[config.mk]
export PLATFORM = sky130hd
export DESIGN_NAME = alu_sequencer
export DESIGN_NICKNAME = d
export VERILOG_FILES = /design/src/rtl/alu_sequencer_pkg.sv /design/src/rtl/alu_sequencer_alu.sv /design/src/rtl/alu_sequencer.sv
export SDC_FILE = /design/constraint.sdc
export NUM_CORES = 1
export LEC_CHECK = 0
export CORE_MARGIN = 1.5
export CORE_UTILIZATION = 55
export DETAILED_ROUTE_END_ITERATION = 10
export PLACE_DENSITY = 0.82
export SYNTH_ARGS = -nofsm -noshare
export SYNTH_HDL_FRONTEND = slang
export SYNTH_HIERARCHICAL = 1
export SYNTH_SLANG_ARGS = --single-unit
[constraint.sdc]
create_clock -name CLK -period 3.34 [get_ports CLK]
set_clock_uncertainty 0.1 [all_clocks]
set_input_delay 1.002 -clock CLK [delete_from_list [all_inputs] [get_ports CLK]]
set_output_delay 1.002 -clock CLK [all_outputs]
set_load 0.005 [all_outputs]
[src/rtl/alu_sequencer_pkg.sv]
// Shared opcode constants for the ALU sequencer and its ALU.
// Opcodes are 3 bits wide. ST and LD are pass-through operations.
package alu_sequencer_pkg;

    localparam int OP_W = 3;

    localparam logic [OP_W-1:0] OP_ADD = 3'd0;
    localparam logic [OP_W-1:0] OP_SUB = 3'd1;
    localparam logic [OP_W-1:0] OP_AND = 3'd2;
    localparam logic [OP_W-1:0] OP_OR  = 3'd3;
    localparam logic [OP_W-1:0] OP_XOR = 3'd4;
    localparam logic [OP_W-1:0] OP_NOT = 3'd5;
    localparam logic [OP_W-1:0] OP_LD  = 3'd6;
    localparam logic [OP_W-1:0] OP_ST  = 3'd7;

    // Only the arithmetic opcodes are allowed to touch the carry flag.
    function automatic logic is_arith(input logic [OP_W-1:0] op);
        return (op == OP_ADD) || (op == OP_SUB);
    endfunction

endpackage

[src/rtl/alu_sequencer_alu.sv]
// Combinational ALU with clock-enable gating.
// For non-arithmetic ops, carry_in passes through to carry_out unchanged.
module alu_sequencer_alu
    import alu_sequencer_pkg::*;
#(
    parameter int SIZE = 8
) (
    input  logic              ce,
    input  logic [OP_W-1:0]   op,
    input  logic [SIZE-1:0]   op_a,
    input  logic [SIZE-1:0]   op_b,
    input  logic              carry_in,
    output logic [SIZE-1:0]   op_out,
    output logic              carry_out
);

    logic [SIZE:0] sum;
    logic [SIZE:0] diff;

    assign sum  = {1'b0, op_a} + {1'b0, op_b};
    assign diff = {1'b0, op_a} - {1'b0, op_b};

    always_comb begin
        op_out    = '0;
        carry_out = 1'b0;
        if (ce) begin
            carry_out = carry_in;
            unique case (op)
                OP_ADD: begin
                    op_out    = sum[SIZE-1:0];
                    carry_out = sum[SIZE];
                end
                // The wrapped top bit of the difference is the borrow.
                OP_SUB: begin
                    op_out    = diff[SIZE-1:0];
                    carry_out = diff[SIZE];
                end
                OP_AND:  op_out = op_a & op_b;
                OP_OR:   op_out = op_a | op_b;
                OP_XOR:  op_out = op_a ^ op_b;
                OP_NOT:  op_out = ~op_a;
                OP_LD:   op_out = op_b;
                OP_ST:   op_out = op_a;
                default: op_out = '0;
            endcase
        end
    end

endmodule

[src/rtl/alu_sequencer.sv]
// Sequences one ALU instruction at a time over an inline register file.
// Each instruction goes IDLE -> EXEC -> WB -> RESP, then waits for the result handshake.
module alu_sequencer
    import alu_sequencer_pkg::*;
#(
    parameter int SIZE  = 8,
    parameter int NREGS = 4
) (
    input  logic                     CLK,
    input  logic                     RST_N,
    input  logic                     instr_valid,
    output logic                     instr_ready,
    input  logic [OP_W-1:0]          instr_op,
    input  logic [$clog2(NREGS)-1:0] instr_rd,
    input  logic [$clog2(NREGS)-1:0] instr_rs,
    input  logic                     instr_imm_en,
    input  logic [SIZE-1:0]          instr_imm,
    input  logic                     reg_wr_en,
    input  logic [$clog2(NREGS)-1:0] reg_wr_addr,
    input  logic [SIZE-1:0]          reg_wr_data,
    output logic                     res_valid,
    input  logic                     res_ready,
    output logic [SIZE-1:0]          res_data,
    output logic                     res_carry,
    output logic                     busy
);

    localparam int AW = $clog2(NREGS);

    typedef enum logic [1:0] {
        IDLE = 2'd0,
        EXEC = 2'd1,
        WB   = 2'd2,
        RESP = 2'd3
    } state_t;

    state_t            state;
    state_t            state_nx;

    logic [SIZE-1:0]   regs [NREGS];
    logic [OP_W-1:0]   op_q;
    logic [AW-1:0]     rd_q;
    logic [SIZE-1:0]   left_q;
    logic [SIZE-1:0]   right_q;
    logic [SIZE-1:0]   result_q;
    logic              carry_q;

    logic              accept;
    logic              alu_ce;
    logic [SIZE-1:0]   alu_out;
    logic              alu_carry;

    assign accept = instr_valid && instr_ready;

    always_ff @(posedge CLK or negedge RST_N) begin
        if (!RST_N) begin
            state <= IDLE;
        end else begin
            state <= state_nx;
        end
    end

    always_comb begin
        state_nx    = state;
        instr_ready = 1'b0;
        alu_ce      = 1'b0;
        res_valid   = 1'b0;
        busy        = 1'b1;
        unique case (state)
            IDLE: begin
                busy = 1'b0;
                // A preload in the same cycle holds off the instruction.
                instr_ready = !reg_wr_en;
                if (instr_valid && !reg_wr_en) begin
                    state_nx = EXEC;
                end
            end
            EXEC: begin
                alu_ce   = 1'b1;
                state_nx = WB;
            end
            WB: begin
                state_nx = RESP;
            end
            RESP: begin
                res_valid = 1'b1;
                if (res_ready) begin
                    state_nx = IDLE;
                end
            end
            default: begin
                state_nx = IDLE;
            end
        endcase
    end

    assign res_data  = (state == RESP) ? result_q : '0;
    assign res_carry = carry_q;

    always_ff @(posedge CLK or negedge RST_N) begin
        if (!RST_N) begin
            for (int i = 0; i < NREGS; i++) begin
                regs[i] <= '0;
            end
            op_q     <= '0;
            rd_q     <= '0;
            left_q   <= '0;
            right_q  <= '0;
            result_q <= '0;
            carry_q  <= 1'b0;
        end else begin
            if ((state == IDLE) && reg_wr_en) begin
                regs[reg_wr_addr] <= reg_wr_data;
            end
            // Operands are read here, so rd==rs sees the value before writeback.
            if (accept) begin
                op_q    <= instr_op;
                rd_q    <= instr_rd;
                left_q  <= regs[instr_rd];
                right_q <= instr_imm_en ? instr_imm : regs[instr_rs];
            end
            if (alu_ce) begin
                result_q <= alu_out;
                carry_q  <= alu_carry;
            end
            if ((state == WB) && (op_q != OP_ST)) begin
                regs[rd_q] <= result_q;
            end
        end
    end

    alu_sequencer_alu #(
        .SIZE(SIZE)
    ) u_alu (
        .ce        (alu_ce),
        .op        (op_q),
        .op_a      (left_q),
        .op_b      (right_q),
        .carry_in  (carry_q),
        .op_out    (alu_out),
        .carry_out (alu_carry)
    );

endmodule
==> metrics.md, run 1 <==
| Metric | Value |
|---|---|
| Status | completed |
| Layout overhead on the synthesized area | 13.7% |
| Syn Nets | 506 |
| Grt ovf | 0 |
| Slew Limit Fails | 0 |
| Later-pin clock latency in the skew report | ~350 ps |
| Die footprint | 9580 um2 |
| Gate power share | 55.6% |
| # clock sinks | 64 |
| Share of cells above drive strength 1 | 29.7% |
| Final worst slack | 211 ps |
| Rel. slew slack | 45.2% |
| DR vias | about 3600 |
| Register area share after synthesis | 32.3% |
| Setup WS pre-CTS | roughly 200 ps |
| Hold-fix buffers at CTS | 0 |
| Avg Cell Area, Syn | 11.2 um2 |
| DP HPWL | 8.55 mm |
| Post-CTS sizing | 0 |
| Power density over the cells | 901 nW/um2 |
| EDFF count, synth | 0 |
| Worst slew pin tran | 822 ps |
| CTS Buffer Depth | 2 |
| Post-synth top flop | dfrtp_1 |
| F_max | 0.320 GHz |
| Root Buffer | clkbuf_8 |
| Final nets | 547 |
| Fillers | 631 |
| Finish-stage setup viols | 0 |
| Critical setup path kind | in2out |
| Port Buffer Count | 42 |
| Hold_ws | 466 ps |
| Diodes inserted | 0 |
| Core Region | 8720 um2 |
| Switching Share | between 40% and 50% |
| RSZ-0062 raised after global routing | false |
| Router iterations before antenna repair | 4 |
| Initial antenna violation count | 0 |
| FFs w/ async S/R, synth | between 90% and 100% |
| Pleak | about 2.5 nW |
| I/O pins | 43 |
| Met2 Routed Length | 5.88 mm |
| Netlist cell types | 58 |
| Fin crit share | 93.7% |
| Setup bufs post-CTS | 0 |
| Residual DRC count | 0 |
| Vias in the first global route | 3789 |
| Internal | 2.95 mW |
| WP data arrival | approximately 2000 ps |
| Aggregate global-route resource usage | 25.6% |
| Post-synthesis register bit count | 64 |
| H-tree depth | 3 |
| Final Hold Fails | 0 |
| Vias per cell | 6.11 |
| Wirelength, routed | 11.6 mm |
| Std-Cell Rows | 34 |
| Sequential Power Share | 31.0% |
| VDD IR-drop max | 0.455 mV |
| Final Power | roughly 5.1 mW |
| R2R cell count | 9 |
| Final GP Congestion | 0.895 |
| Placed cell areas | 5430 um2 |
| Worst setup path startpoint | reg_wr_en |
| R2R Setup Slk | 770 ps |
| Worst Hold Class | in2async |
| Worst EP required | 2240 ps |
| Starting DRT DRC Count | 213 |
| Crit path launch type | input pin |
| Design Area, Final | 5630 um2 |
| Most frequent cells in the layout | 80 x mux2_2, 64 x dfrtp_1, 41 x clkdlybuf4s50_1, 30 x ha_1, 26 x inv_1 |
| Starting Density | 56.8% |
| DIE HEIGHT | 97.9 um |
| Largest net degree at the start of global routing | 30 |
| Warnings from Yosys | 6 |
| Post-synthesis cell count | 443 |
| Max-cap violation count | 0 |
| Synthesized area | 4950 um2 |
| Final critical-path required period | approximately 3100 ps |
| First-pass GRT wire length | just under 20 mm |
| Worst reg2reg startpoint | left_q[0] |
| Routed met3 length | 432 um |
| Drt wl/cell | 19.4 um |
| DRT antenna net count | 0 |
| Clock power frac | 13.4% |
| Worst Setup End Kind | output pin |
| Switch Pwr | 2.12 mW |
| RR Endpoint | result_q[6] |
| Most common cell after layout, fill and taps aside | mux2_2 |
| Max FO, Critical Path | 2 |
| DR top layer | met4 |
| CTS tree | done |
| Clock slew at reported path FFs | 70 ps |
| Die width | 97.9 um |
| WL met1 | 5.09 mm |
| Setup TNS | 0 ps |
| Num CTS Buffers | 9 |
synthesized netlist by cell type (3+ instances only):
library cell / number / share of area [%]
mux2i_1: 13 / 2.6
a221oi_1: 4 / 0.71
nor2b_1: 4 / 0.51
inv_1: 26 / 2.0
nor3_1: 6 / 0.61
nor3b_1: 4 / 0.61
a31oi_1: 3 / 0.38
xor2_1: 5 / 0.88
a21oi_1: 23 / 2.3
mux2_2: 80 / 18
nand3_1: 6 / 0.61
dfrtp_1: 64 / 32
nor2_1: 21 / 1.6
nand2_1: 17 / 1.3
buf_6: 7 / 1.6
mux4_2: 17 / 7.7
nand2b_1: 4 / 0.51
and2_1: 9 / 1.1
o21ai_0: 13 / 1.3
xnor2_1: 7 / 1.2
a211oi_1: 4 / 0.61
nor3_2: 3 / 0.61
nand3b_1: 3 / 0.45
o211ai_1: 4 / 0.61
buf_2: 12 / 1.2
ha_1: 30 / 7.6
mux2_4: 8 / 2.4
o22ai_1: 4 / 0.51
clkbuf_1: 3 / 0.23
registers in the layout (all words and copies together) (netlist names):
name,cells
left_q,8
op_q,3
rd_q,2
regs,32
res_carry,1
result_q,8
right_q,8
state,2
critical path: stages:
cell,delay (ps)
clkdlybuf4s50_1,420
nor2_1,100
clkdlybuf4s50_1,510
metrics by stage:
| step | cells | utilization (%) |
|---|---|---|
| 6_report | 597 | 64.5 |
| 5_1_grt | 597 | 64.5 |
| 4_1_cts | 597 | 64.5 |
| 3_5_place_dp | 581 | 62.3 |
| 3_3_place_gp | 581 | 62.3 |
| 2_1_floorplan | 443 | - |
logic make-up (layout without fill, tap and decap cells):
| logic type | count (synthesis) | count (layout) | share of synthesized area (%) |
|---|---|---|---|
| AOI/OAI and AO/OA | 74 | 74 | 9.83 |
| xor gates and xnor gates | 12 | 12 | 2.12 |
| adders and majority gates | 32 | 32 | 8.39 |
| buffers and inverters | 50 | 96 | 5.23 |
| DFF | 64 | 64 | 32.3 |
| muxes | 118 | 118 | 31.0 |
| and+or+nand+nor | 93 | 93 | 11.1 |
layer usage:
layer  vias up  track usage (%)
met5         -                0
met3        19             3.87
met4         0             9.56
met2        97             43.9
met1      1817             32.9
li1       1715                -
final cells by class:
type                            instances  area, um2  area share (%)
Clock buffer                           13        159            2.82
Clock inverter                          3       40.0           0.711
Sequential cell                        64       1600            28.5
Timing Repair Buffer                   54        505            8.98
Tap cell                              108        135            2.40
Inverter                               26       97.6            1.73
Multi-Input combinational cell        329       3090            54.9
power by group through the flow:
stage          clock network [mW]  logic, mW  registers [mW]
4_1_cts                     0.679       2.79            1.56
3_3_place_gp                    0       2.67            1.53
5_1_grt                     0.718       3.08            1.64
3_5_place_dp                    0       2.77            1.57
2_1_floorplan                   0       2.34            1.36
6_report                    0.678       2.82            1.57
how the worst max path moves through the flow:
stage	endpoint	depth (start not counted)
2_1_floorplan	instr_ready	2
3_3_place_gp	instr_ready	3
3_5_place_dp	instr_ready	3
4_1_cts	instr_ready	3
5_1_grt	instr_ready	5
6_report	instr_ready	3
Note: power is estimated with default switching activity, not from simulation.
==> run 2, diff against run 1 <==
- CORE_UTILIZATION: 55 -> 60
- PLACE_DENSITY: 0.82 -> 0.88
==> run 2 against run 1 <==
  * Die area is 8.1% lower
  * Global-route usage up 4.0 points
  * Hold slack lost 13 ps
  * Sequential power barely moved
  * Fmax up 0.24%
==> metrics.md, run 2 (same netlist as run 1, synthesis figures left out) <==
| Metric | Value |
|---|---|
| Status | completed (unchanged) |
| Max FO, Critical Path | 2 (unchanged) |
| Final critical-path required period | 3120 ps (was 3130 ps) |
| Final nets | 547 (unchanged) |
| Gate power share | 57.6% (was 55.6%) |
| Num CTS Buffers | 9 (unchanged) |
| # clock sinks | 64 (unchanged) |
| Residual DRC count | 0 (unchanged) |
| CTS tree | done (unchanged) |
| Starting DRT DRC Count | 193 (was 213) |
| Later-pin clock latency in the skew report | 350 ps (about the same) |
| Crit path launch type | input pin (unchanged) |
| CP cell instances | clkdlybuf4s50_1 -> nor2_1 -> clkdlybuf4s50_1 (unchanged) |
| Die footprint | 8810 um2 (was 9580 um2) |
| Pleak | 2.47 nW (was 2.48 nW) |
| Fin crit share | 93.5% (was 93.7%) |
| H-tree depth | 3 (unchanged) |
| Final GP Congestion | 0.903 (was 0.895) |
| Drt wl/cell | 20.5 um (was 19.4 um) |
| F_max | 0.320 GHz (about the same) |
| Largest Register | regs (unchanged) |
| Number of flip-flops in the largest register | 32 (unchanged) |
| Std-Cell Rows | 32 (was 34) |
| DP HPWL | 8.78 mm (was 8.55 mm) |
| VDD IR-drop max | 0.533 mV (was 0.455 mV) |
| Port Buffer Count | 42 (unchanged) |
| Post-CTS sizing | 0 (unchanged) |
| Most common cell after layout, fill and taps aside | mux2_2 (unchanged) |
| Fillers | 553 (was 631) |
| Critical setup path kind | in2out (unchanged) |
| First-pass GRT wire length | 19.9 mm (was 19.3 mm) |
| Hold-fix buffers at CTS | 0 (unchanged) |
| Final Non-Filler Cells | 591 (was 597) |
| Max-cap violation count | 0 (unchanged) |
| Layout overhead on the synthesized area | 12.9% (was 13.7%) |
| GR Util met2 | 51.1% (was 43.9%) |
| Wirelength, routed | 12.1 mm (was 11.6 mm) |
| Router iterations before antenna repair | 5 (was 4) |
| Worst Setup End Kind | output pin (unchanged) |
| Setup TNS | 0 ps (unchanged) |
| Worst Hold Class | reg2reg (was in2async) |
| RSZ-0062 raised after global routing | false (unchanged) |
| Vias per cell | 6.42 (was 6.11) |
| DR vias | 3794 (was 3648) |
| Slew Limit Fails | 0 (unchanged) |
| WP data arrival | 2020 ps (was 2030 ps) |
| Core Region | 7850 um2 (was 8720 um2) |
| Initial antenna violation count | 0 (unchanged) |
| Largest net degree at the start of global routing | 65 (was 30) |
| Clock power frac | 11.4% (was 13.4%) |
| Grt peak-use layer | met2 (unchanged) |
| Cell total after placement | 575 (was 581) |
| Most frequent cells in the layout | 80 x mux2_2, 64 x dfrtp_1, 41 x clkdlybuf4s50_1, 30 x ha_1, 26 x inv_1 (unchanged) |
| Final Hold Fails | 0 (unchanged) |
| Switch Pwr | 2.18 mW (was 2.12 mW) |
| Clock slew at reported path FFs | 70 ps (about the same) |
| Max stage delay cell, worst path | clkdlybuf4s50_1 (unchanged) |
| Internal | 2.85 mW (was 2.95 mW) |
| CTS Buffer Depth | 2 (unchanged) |
| Rel. slew slack | 45.9% (was 45.2%) |
| DIE HEIGHT | 93.8 um (was 97.9 um) |
| Power density over the cells | 901 nW/um2 (about the same) |
| Aggregate global-route resource usage | 29.6% (was 25.6%) |
| DRT antenna net count | 0 (unchanged) |
| Switching Share | 43.3% (was 41.8%) |
| Worst EP required | 2240 ps (about the same) |
| I/O pins | 43 (unchanged) |
| Root Buffer | clkbuf_8 (unchanged) |
| Met1 GRT Util | 36.8% (was 32.9%) |
| Diodes inserted | 0 (unchanged) |
| Met3 Track Usage GR | 4.94% (was 3.87%) |
| Crit-path max cell delay | 500 ps (was 510 ps) |
| Starting Density | 63.1% (was 56.8%) |
| Setup bufs post-CTS | 0 (unchanged) |
| Vias in the first global route | 3912 (was 3789) |
| Share of cells above drive strength 1 | 29.7% (unchanged) |
| Die width | 93.8 um (was 97.9 um) |
| Most frequent CP cell | clkdlybuf4s50_1 (unchanged) |
| Worst slew pin tran | 812 ps (was 822 ps) |
| Sequential Power Share | 31.0% (about the same) |
| Grt ovf | 0 (unchanged) |
| Finish-stage setup viols | 0 (unchanged) |
run 2: final cells by class:
cell class,count,area (um2),share of cell area (%)
Inverter,26,97.6,1.75
Sequential cell,64,1600,28.7
Timing Repair Buffer,54,505,9.05
Tap cell,102,128,2.28
Clock inverter,4,20.0,0.358
Multi-Input combinational cell,329,3090,55.3
Clock buffer,12,145,2.60
run 2: metal layers:
layer / vias to the layer above / share of wire [%]
li1: 1704 / -
met2: 161 / 51
met4: 0 / 2.4
met3: 32 / 5.0
met1: 1897 / 41
met5: - / 0
run 2: power by group through the flow:
stage / registers (mW) / logic [mW] / clock network (mW)
after floorplan: 1.36 / 2.34 / 0
after global placement: 1.50 / 2.68 / 0
after detailed placement: 1.55 / 2.83 / 0
after CTS: 1.54 / 2.85 / 0.580
after global routing: 1.61 / 3.14 / 0.608
final: 1.56 / 2.90 / 0.574
run 2: critical path: cells and delay by family:
| kind | cells | cell delay, ps |
|---|---|---|
| buf+inv | 2 | 920 |
| simple gates | 1 | 90 |
run 2: path summary, 6_finish.rpt:
| kind | startpoint | end | slack, ps | depth (start not counted) |
|---|---|---|---|---|
| setup / recovery | reg_wr_en | instr_ready | 220 | 3 |
| hold / removal | res_carry | res_carry | 450 | 1 |
| setup reg to reg | left_q[5] | result_q[6] | 790 | 8 |
| hold reg to reg | res_carry | res_carry | 450 | 1 |
| max in group asynchronous | RST_N | right_q[3] | 1890 | 2 |
| min in group asynchronous | RST_N | regs[14] | 700 | 2 |
run 2: metrics by stage:
stage	setup slack (ps)	utilization (%)	cell area, um2	power [mW]	hold WS [ps]
4_1_cts	220	71.2	5590	4.97	454
6_report	219	71.2	5590	5.03	453
3_5_place_dp	220	69.1	5420	4.38	433
2_1_floorplan	1020	-	4950	3.70	428
3_3_place_gp	230	69.1	5420	4.19	441
5_1_grt	139	71.2	5590	5.35	481
==> run 3, diff against run 2 <==
- CORE_UTILIZATION: 60 -> 40
- PLACE_DENSITY: 0.88 -> 0.65
- SETUP_SLACK_MARGIN: default -> 0.3
==> run 3 against run 2 <==
  * Worst setup slack better by 220 ps
  * Final cell count increased by 11%
  * Sequential power about the same
  * Count of clock-buffer cells in the layout is 1 higher
  * Hold slack worse by 1.6 ps
  * Routed wire length is 3.0% lower
==> metrics.md, run 3 (same netlist as run 1, synthesis figures left out) <==
| Metric | Value |
|---|---|
| Grt ovf | 0 (unchanged) |
| Initial antenna violation count | 0 (unchanged) |
| Placed cell areas | 5510 um2 (was 5420 um2) |
| Max FO, Critical Path | 10 (was 2) |
| Critical setup path kind | reg2out (was in2out) |
| Worst slew pin tran | 672 ps (was 812 ps) |
| Most frequent cells in the layout | 80 x mux2_2, 64 x dfrtp_1, 40 x clkdlybuf4s50_1, 30 x ha_1, 26 x inv_1 (was 80 x mux2_2, 64 x dfrtp_1, 41 x clkdlybuf4s50_1, 30 x ha_1, 26 x inv_1) |
| Std-Cell Rows | 40 (was 32) |
| Vias in the first global route | 3672 (was 3912) |
| Fillers | 1106 (was 553) |
| Final Power | 5.33 mW (was 5.03 mW) |
| Worst Hold Path EP | res_carry (unchanged) |
| DP HPWL | 9.00 mm (was 8.78 mm) |
| First-pass GRT wire length | 19.3 mm (was 19.9 mm) |
| Largest Register | regs (unchanged) |
| Share of cells above drive strength 1 | 29.8% (was 29.7%) |
| Vias per cell | 5.55 (was 6.42) |
| Final worst slack | 443 ps (was 219 ps) |
| Hold Path Depth | 1 (unchanged) |
| R2R Setup Slk | 700 ps (was 790 ps) |
| Root Buffer | clkbuf_16 (was clkbuf_8) |
| Num CTS Buffers | 9 (unchanged) |
| Largest net degree at the start of global routing | 31 (was 65) |
| Register area | 1600 um2 (unchanged) |
| Final Hold Fails | 0 (unchanged) |
| Design Area, Final | 5810 um2 (was 5590 um2) |
| Layout overhead on the synthesized area | 17.4% (was 12.9%) |
| Final nets | 548 (was 547) |
| Later-pin clock latency in the skew report | 320 ps (was 350 ps) |
| Area of the multi-input gates | 3090 um2 (unchanged) |
| Finish-stage setup viols | 0 (unchanged) |
| Rel. slew slack | 55.2% (was 45.9%) |
| Worst EP required | 2240 ps (about the same) |
| Final Non-Filler Cells | 658 (was 591) |
| Starting Density | 41.0% (was 63.1%) |
| Diodes inserted | 0 (unchanged) |
| Status | completed (unchanged) |
| WP data arrival | 1790 ps (was 2020 ps) |
| Drt wl/cell | 17.8 um (was 20.5 um) |
| DIE HEIGHT | 114 um (was 93.8 um) |
| Setup WS pre-CTS | 218 ps (was 220 ps) |
| Hold-fix buffers at CTS | 0 (unchanged) |
| Die footprint | 13100 um2 (was 8810 um2) |
| DR vias | 3654 (was 3794) |
| Slew Limit Fails | 0 (unchanged) |
| Die width | 114 um (was 93.8 um) |
| RR Endpoint | result_q[6] (unchanged) |
| Number of flip-flops in the largest register | 32 (unchanged) |
| Port Buffer Count | 42 (unchanged) |
| Setup TNS | 0 ps (unchanged) |
| Most common cell after layout, fill and taps aside | mux2_2 (unchanged) |
| Clock slew at reported path FFs | 50 ps (was 70 ps) |
| Aggregate global-route resource usage | 18.9% (was 29.6%) |
| Max-cap violation count | 0 (unchanged) |
| Wirelength, routed | 11.7 mm (was 12.1 mm) |
| Pleak | 2.54 nW (was 2.47 nW) |
| Starting DRT DRC Count | 166 (was 193) |
| Worst Setup End Kind | output pin (unchanged) |
| VDD IR-drop max | 0.461 mV (was 0.533 mV) |
| CTS Buffer Depth | 2 (unchanged) |
| Final GP Congestion | 0.870 (was 0.903) |
| DRT antenna net count | 0 (unchanged) |
| Hold Startpoint | res_carry (unchanged) |
| Crit path launch type | flop (was input pin) |
| Cell total after placement | 642 (was 575) |
| Final Core Density | 48.2% (was 71.2%) |
| RSZ-0062 raised after global routing | false (unchanged) |
| CTS tree | done (unchanged) |
| # clock sinks | 64 (unchanged) |
| Fin crit share | 86.7% (was 93.5%) |
| Worst Hold Class | reg2reg (unchanged) |
| Worst reg2reg startpoint | left_q[0] (was left_q[5]) |
| I/O pins | 43 (unchanged) |
| Power density over the cells | 918 nW/um2 (was 901 nW/um2) |
| Residual DRC count | 0 (unchanged) |
| H-tree depth | 3 (unchanged) |
| Router iterations before antenna repair | 4 (was 5) |
| Core Region | 12100 um2 (was 7850 um2) |
| R2R cell count | 9 (was 8) |
| Hold_ws | 451 ps (was 453 ps) |
| F_max | 0.345 GHz (was 0.320 GHz) |
| Final critical-path required period | 2900 ps (was 3120 ps) |
## run 3: cell types whose count changed in the layout (fill, tap and decap cells not counted)
cell	before	now
buf_4	12	13
bufinv_16	0	1
clkbuf_16	0	9
clkbuf_8	10	2
clkdlybuf4s50_1	41	40
clkinv_2	4	2
dlygate4sd2_1	0	1
## run 3: layer usage
metal,up-vias,GRT usage [%],wire (um)
li1,1716,-,-
met3,22,2.81,424
met2,87,32.4,5890
met5,-,0,0
met1,1829,24.4,5200
met4,0,6.58,233
## run 3: where the power goes
group / internal [mW] / total, mW / switching [mW]
registers: 1.11 / 1.54 / 0.430
logic: 1.46 / 2.86 / 1.41
clock network: 0.615 / 0.929 / 0.313
total: 3.18 / 5.33 / 2.15
## run 3: repair_timing
item | in CTS | in global routing
setup endpoints to repair | 1 | 0
setup buffers | 0 | 0
resized for setup | 1 | 0
## run 3: cell type report
cell class	instances	share of cell area, %
Sequential cell	64	27.6
Timing Repair Buffer	55	8.81
Tap cell	168	3.62
Clock inverter	3	0.689
Inverter	26	1.68
Multi-Input combinational cell	329	53.2
Clock buffer	13	4.48
## run 3: worst max-delay path by stage
stage                   start     endpoint  slack [ps]  depth (start not counted)
floorplan           reg_wr_en  instr_ready        1020                          2
global placement    reg_wr_en  instr_ready         220                          3
detailed placement  reg_wr_en  instr_ready         220                          3
CTS                  state[1]  res_data[0]         380                          3
global route         state[0]         busy         350                          4
finish               state[1]  res_data[0]         440                          3
## run 3: worst max-delay path: stages (launching register included)
cell and delay [ps]:
dfrtp_1 390, ha_1 370, and2_1 200, clkdlybuf4s50_1 500
